$ cat src/rtl/instr_loader.sv
// Byte-stream to instruction-memory writer: packs big-endian bytes into 32-bit words.
// Optional trailing checksum phase enabled by INSTR_LOADER_CHECKSUM_EN.
module instr_loader #(
   parameter int ADDR_W = 5
) (
   input  logic              clock,
   input  logic              reset_n,
   input  logic              start,
   input  logic [ADDR_W:0]   num_words,
   input  logic [7:0]        byte_in,
   input  logic              byte_valid,
   output logic              byte_ready,
   output logic              mem_we,
   output logic [ADDR_W-1:0] mem_addr,
   output logic [31:0]       mem_wdata,
   output logic              busy,
   output logic              done,
   output logic              err,
   output logic [ADDR_W:0]   word_count
);

`ifdef INSTR_LOADER_CHECKSUM_EN
   typedef enum logic [2:0] {S_IDLE, S_RECV, S_WRITE, S_CHK, S_DONE} state_t;
`else
   typedef enum logic [2:0] {S_IDLE, S_RECV, S_WRITE, S_DONE} state_t;
`endif

   localparam logic [ADDR_W:0] DEPTH = {1'b1, {ADDR_W{1'b0}}};

   state_t              r_state;
   state_t              w_state_nxt;
   logic [ADDR_W:0]     r_num;
   logic [ADDR_W:0]     r_count;
   logic [ADDR_W-1:0]   r_addr;
   logic [1:0]          r_idx;
   logic [31:0]         r_word;
   logic                r_err;
   logic                w_start_ok;
   logic                w_len_err;
   logic                w_xfer;
   logic                w_last;
   logic [ADDR_W:0]     w_count_inc;
`ifdef INSTR_LOADER_CHECKSUM_EN
   logic [31:0]         r_sum;
   logic [31:0]         r_chk;
   logic                w_chk_xfer;
`endif

   assign w_start_ok  = start && (r_state == S_IDLE || r_state == S_DONE);
   assign w_len_err   = (num_words > DEPTH);
   assign w_xfer      = byte_valid && (r_state == S_RECV);
   assign w_count_inc = r_count + (ADDR_W+1)'(1);
   assign w_last      = (w_count_inc == r_num);
`ifdef INSTR_LOADER_CHECKSUM_EN
   assign w_chk_xfer  = byte_valid && (r_state == S_CHK);
`endif

   always_ff @(posedge clock or negedge reset_n) begin
      if (!reset_n) r_state <= S_IDLE;
      else          r_state <= w_state_nxt;
   end

   always_comb begin
      w_state_nxt = r_state;
      case (r_state)
         S_IDLE, S_DONE: begin
            if (w_start_ok) begin
               if (w_len_err)
                  w_state_nxt = S_DONE;
               else if (num_words == '0)
`ifdef INSTR_LOADER_CHECKSUM_EN
                  w_state_nxt = S_CHK;
`else
                  w_state_nxt = S_DONE;
`endif
               else
                  w_state_nxt = S_RECV;
            end
         end
         S_RECV: if (w_xfer && r_idx == 2'd3) w_state_nxt = S_WRITE;
         S_WRITE: begin
            if (w_last)
`ifdef INSTR_LOADER_CHECKSUM_EN
               w_state_nxt = S_CHK;
`else
               w_state_nxt = S_DONE;
`endif
            else
               w_state_nxt = S_RECV;
         end
`ifdef INSTR_LOADER_CHECKSUM_EN
         S_CHK: if (w_chk_xfer && r_idx == 2'd3) w_state_nxt = S_DONE;
`endif
         default: w_state_nxt = S_IDLE;
      endcase
   end

   // Datapath: the shift register leaves the first byte in bits [31:24] after four transfers
   always_ff @(posedge clock or negedge reset_n) begin
      if (!reset_n) begin
         r_num   <= '0;
         r_count <= '0;
         r_addr  <= '0;
         r_idx   <= '0;
         r_word  <= '0;
         r_err   <= 1'b0;
`ifdef INSTR_LOADER_CHECKSUM_EN
         r_sum   <= '0;
         r_chk   <= '0;
`endif
      end else if (w_start_ok) begin
         r_num   <= num_words;
         r_count <= '0;
         r_addr  <= '0;
         r_idx   <= '0;
         r_err   <= w_len_err;
`ifdef INSTR_LOADER_CHECKSUM_EN
         r_sum   <= '0;
`endif
      end else begin
         if (w_xfer) begin
            r_word <= {r_word[23:0], byte_in};
            r_idx  <= r_idx + 2'd1;
         end
         if (r_state == S_WRITE) begin
            r_count <= w_count_inc;
            // Address stays on the last written word so a full load never wraps to 0
            if (!w_last) r_addr <= r_addr + ADDR_W'(1);
`ifdef INSTR_LOADER_CHECKSUM_EN
            r_sum <= r_sum + r_word;
`endif
         end
`ifdef INSTR_LOADER_CHECKSUM_EN
         if (w_chk_xfer) begin
            r_chk <= {r_chk[23:0], byte_in};
            r_idx <= r_idx + 2'd1;
            if (r_idx == 2'd3) r_err <= ({r_chk[23:0], byte_in} != r_sum);
         end
`endif
      end
   end

`ifdef INSTR_LOADER_CHECKSUM_EN
   assign byte_ready = (r_state == S_RECV) || (r_state == S_CHK);
   assign busy       = (r_state == S_RECV) || (r_state == S_WRITE) || (r_state == S_CHK);
`else
   assign byte_ready = (r_state == S_RECV);
   assign busy       = (r_state == S_RECV) || (r_state == S_WRITE);
`endif
   assign mem_we     = (r_state == S_WRITE);
   assign done       = (r_state == S_DONE);
   assign err        = r_err;
   assign mem_addr   = r_addr;
   assign mem_wdata  = r_word;
   assign word_count = r_count;

endmodule

$ cat config.mk
export PLATFORM = sky130hd
export DESIGN_NAME = instr_loader
export DESIGN_NICKNAME = d
export VERILOG_FILES = /design/src/rtl/instr_loader.sv
export SDC_FILE = /design/constraint.sdc
export NUM_CORES = 1
export LEC_CHECK = 0
export BUFFER_PORTS_ARGS = -buffer_cell sky130_fd_sc_hd__buf_2
export CAP_MARGIN = 25
export CORE_ASPECT_RATIO = 0.8
export CORE_MARGIN = 5
export CORE_UTILIZATION = 40
export DETAILED_ROUTE_END_ITERATION = 7
export GPL_ROUTABILITY_DRIVEN = 0
export PLACE_DENSITY = 0.66
export SETUP_SLACK_MARGIN = 0.5
export SLEW_MARGIN = 10
export SYNTH_ARGS = -nofsm -noshare
export SYNTH_HDL_FRONTEND = slang
export SYNTH_SLANG_ARGS = --single-unit
$ cat constraint.sdc
create_clock -name clock -period 2.5 [get_ports clock]
set_clock_uncertainty 0.2 [all_clocks]
set_input_delay 0.375 -clock clock [delete_from_list [all_inputs] [get_ports clock]]
set_output_delay 0.375 -clock clock [all_outputs]
set_load 0.02 [all_outputs]
==> run metrics <==
status=complete, no violations; Pleak=1.601 nW; Psw=1.822 mW; worst setup path class=reg2reg; post-synthesis adder-cell area fraction=3.603%; post-synthesis simple-gate area fraction=11.32%; first-pass GRT wire length=8.783 mm; vias=around 1800; Worst Setup End Kind=flop; YS warnings=0; GRT Overall Usage=13.91%; crit share post-route=80.50%; reg2reg start=word_count[1]; Overflow after GRT=0; multiplexer area fraction after synthesis=between 15 and 20%; hold path startpoint=num_words[1]; WL/cell=15.44 um; std cell rows=25; clock tree sinks=54; Worst Hold Class=in2reg; initial drt markers=51; max-cap check violation count=0; Root Driver=clkbuf_8; part of the power in registers=between 30% and 40%; clk slew on worst S/H paths=0.10 ns; switch share=40.18%; die area=around 7700 um2; Finished Core Util=~56%; relative slew slack=58.02%; Critical Path Start=word_count[1]; later-pin clock latency in the skew report=around 0.30 ns; Syn Std Cell Area=2431 um2; clock network fraction of design power=12.9%; Mean Syn Cell Area=12.04 um2; Seq/Total Area, Yosys=a little under three fifths; pwr/cell area=1363 nW/um2; setup slack after layout=0.4876 ns; # H-tree levels=2; Area contributors post-synth=dfrtp_1 56%, mux2_2 15%, nand2_1 5.1%; I/O pin count=66; maximum vdd drop=about 0.98 mV; CTS tree=built; Synth Area in Compound Gates=6.691%; multi-input combinational cell area=~1200 um2; Hold Violations, Final=0; final layout net count=308; Comb pwr share=53.1%; CTS max path bufs=2; largest net degree at the start of global routing=33; crit path DAT=2.05 ns; post-route minimum period=2.012 ns; DRT Pass-1 Iters=4; crit path max fanout=7; core area=5912 um2; Cells after Synth=202; setup TNS=0 ns; die span in y=approximately 80 um; initial antenna violation count=0; Synth top area share=55.58%; final antenna-violating net count=0; Die W=97.16 um; Synth Net Count=227; synth unique cells=30; initial core utilization=41.12%; DRC viols=0; layout cells sized above 1=slightly below 50%; area leader, netlist=dfrtp_1; Setup-failing EPs final=0; CTS buffer count=5; Yosys reg bits=54; Layout area overhead=36.80%; Slew @ Worst Pin=~0.63 ns; fill count=approximately 520; register area=about 1400 um2; pre-CTS WS=0.3913 ns; P_int=2.713 mW; Min Hold Slack=between 0.07 and 0.08 ns; Req. time, crit path=2.54 ns; port bufs=65; RSZ-0062 raised after global routing=true; Peak Freq=between 400 and 500 MHz; Detailed Place HPWL=3.778 mm; detailed-route wire length=5.637 mm; overall power=around 4.5 mW; Pins Over Slew Limit=0; largest family of logic cells by synthesized area=multiplexers; Ant. Diodes=0; post-synthesis xor/xnor area fraction=3.963%; startpoint types=flop; number of global-route vias before repair=1807; vias per cell=4.899
cell type report:
cell class                 instances  share of cell area [%]
clock buffer                       6                   2.182
clock inverter                     2                   1.129
inverter                           5                  0.5643
multi-input combinational        136                   36.23
sequential                        54                   40.86
tap                               81                   3.047
timing repair buffer              81                   15.99
metal layers:
metal	track usage, %	routed length, um	up-vias
met5	0	0	-
met4	4.208	36	0
met3	2.533	152	5
met2	22.25	2577	33
met1	19.37	2870	891
li1	-	-	859
power groups by stage:
stage	sequential [mW]	clock [mW]	combinational, mW
after floorplan	1.87	0	1.07
after global placement	1.53	0	1.95
after detailed placement	1.55	0	1.99
after CTS	1.52	0.602	2.03
after global routing	1.60	0.636	2.61
final	1.54	0.586	2.41
layout by cell type, fill, tap and decap left out, types with 2 or more instances in the layout:
cell type  Yosys  layout
buf_2          2      65
dfrtp_1       54      48
nand2_1       33      32
mux2_4         0      25
nor2_1         9       8
buf_4          0       8
mux2_2        32       7
xnor2_1        6       6
dfrtp_2        0       6
mux2i_1        5       5
a21oi_1        7       5
xor2_1         5       5
clkbuf_8       0       5
inv_1          5       4
nand3_1        4       4
nand4_1        4       4
ha_1           7       4
o21ai_0        4       3
o21ai_1        2       3
ha_4           0       3
buf_12         0       3
or3_1          2       2
a21oi_2        0       2
a2111o_1       2       2
nand2b_1       2       2
clkbuf_16      0       2
per-stage QoR:
| stage | cell area (um2) | std cells |
|---|---|---|
| 2_1_floorplan | 2512 | 202 |
| 3_3_place_gp | 2932 | 344 |
| 3_5_place_dp | 2932 | 344 |
| 4_1_cts | 3082 | 357 |
| 5_1_grt | 3326 | 365 |
| 6_report | 3326 | 365 |
final timing paths:
check	depth (start not counted)	slack, ns	to
setup / recovery	7	0.49	mem_addr[4]
setup reg to reg	7	0.49	mem_addr[4]
hold / removal	3	0.08	r_num[1]
max in group asynchronous	3	1.10	r_state[1]
hold reg to reg	2	0.30	err
min in group asynchronous	2	0.42	err
critical path: stages (launching register included):
cell      delay [ns]
dfrtp_2         0.47
ha_4            0.19
nor2b_4         0.13
a211oi_2        0.28
o31ai_4         0.09
buf_12          0.15
a2111o_1        0.36
o21ai_1         0.07
cell usage after synthesis:
cell type  number
dfrtp_1        54
nand2_1        33
mux2_2         32
nor2_1          9
a21oi_1         7
ha_1            7
xnor2_1         6
clkbuf_1        5
inv_1           5
mux2i_1         5
xor2_1          5
nand3_1         4
nand4_1         4
o21ai_0         4
a2111o_1        2
buf_2           2
nand2b_1        2
nor2b_1         2
o21ai_1         2
or3_1           2
a2111oi_4       1
a211oi_1        1
a21boi_2        1
a2bb2oi_1       1
and2_1          1
nand3_2         1
o21a_1          1
o31ai_2         1
or3_4           1
or4_1           1
cell families (layout without fill, tap and decap cells):
family	Yosys count	after routing
adders and majority gates	7	7
DFF	54	54
xor gates and xnor gates	11	11
buffers and inverters	12	94
and+or+nand+nor	60	60
AOI/OAI and AO/OA	21	21
muxes	37	37
state kept, by name, summed over array words and instances, names as in the netlist:
register and cells:
r_state 2, mem_wdata 32, r_num 6, mem_addr 5, err 1, word_count 6, r_idx 2
what timing repair did:
| item | in CTS | in global routing |
|---|---|---|
| endpoints found under the hold margin | 26 | 0 |
| buffers inserted | 4 | 5 |
| hold buffers | 1 | 0 |
| pin swaps | 3 | 12 |
| gates resized for setup | 0 | 37 |
| cloned | 0 | 3 |
| setup endpoints to repair | 6 | 38 |
Note: power is estimated with default switching activity, not from simulation.
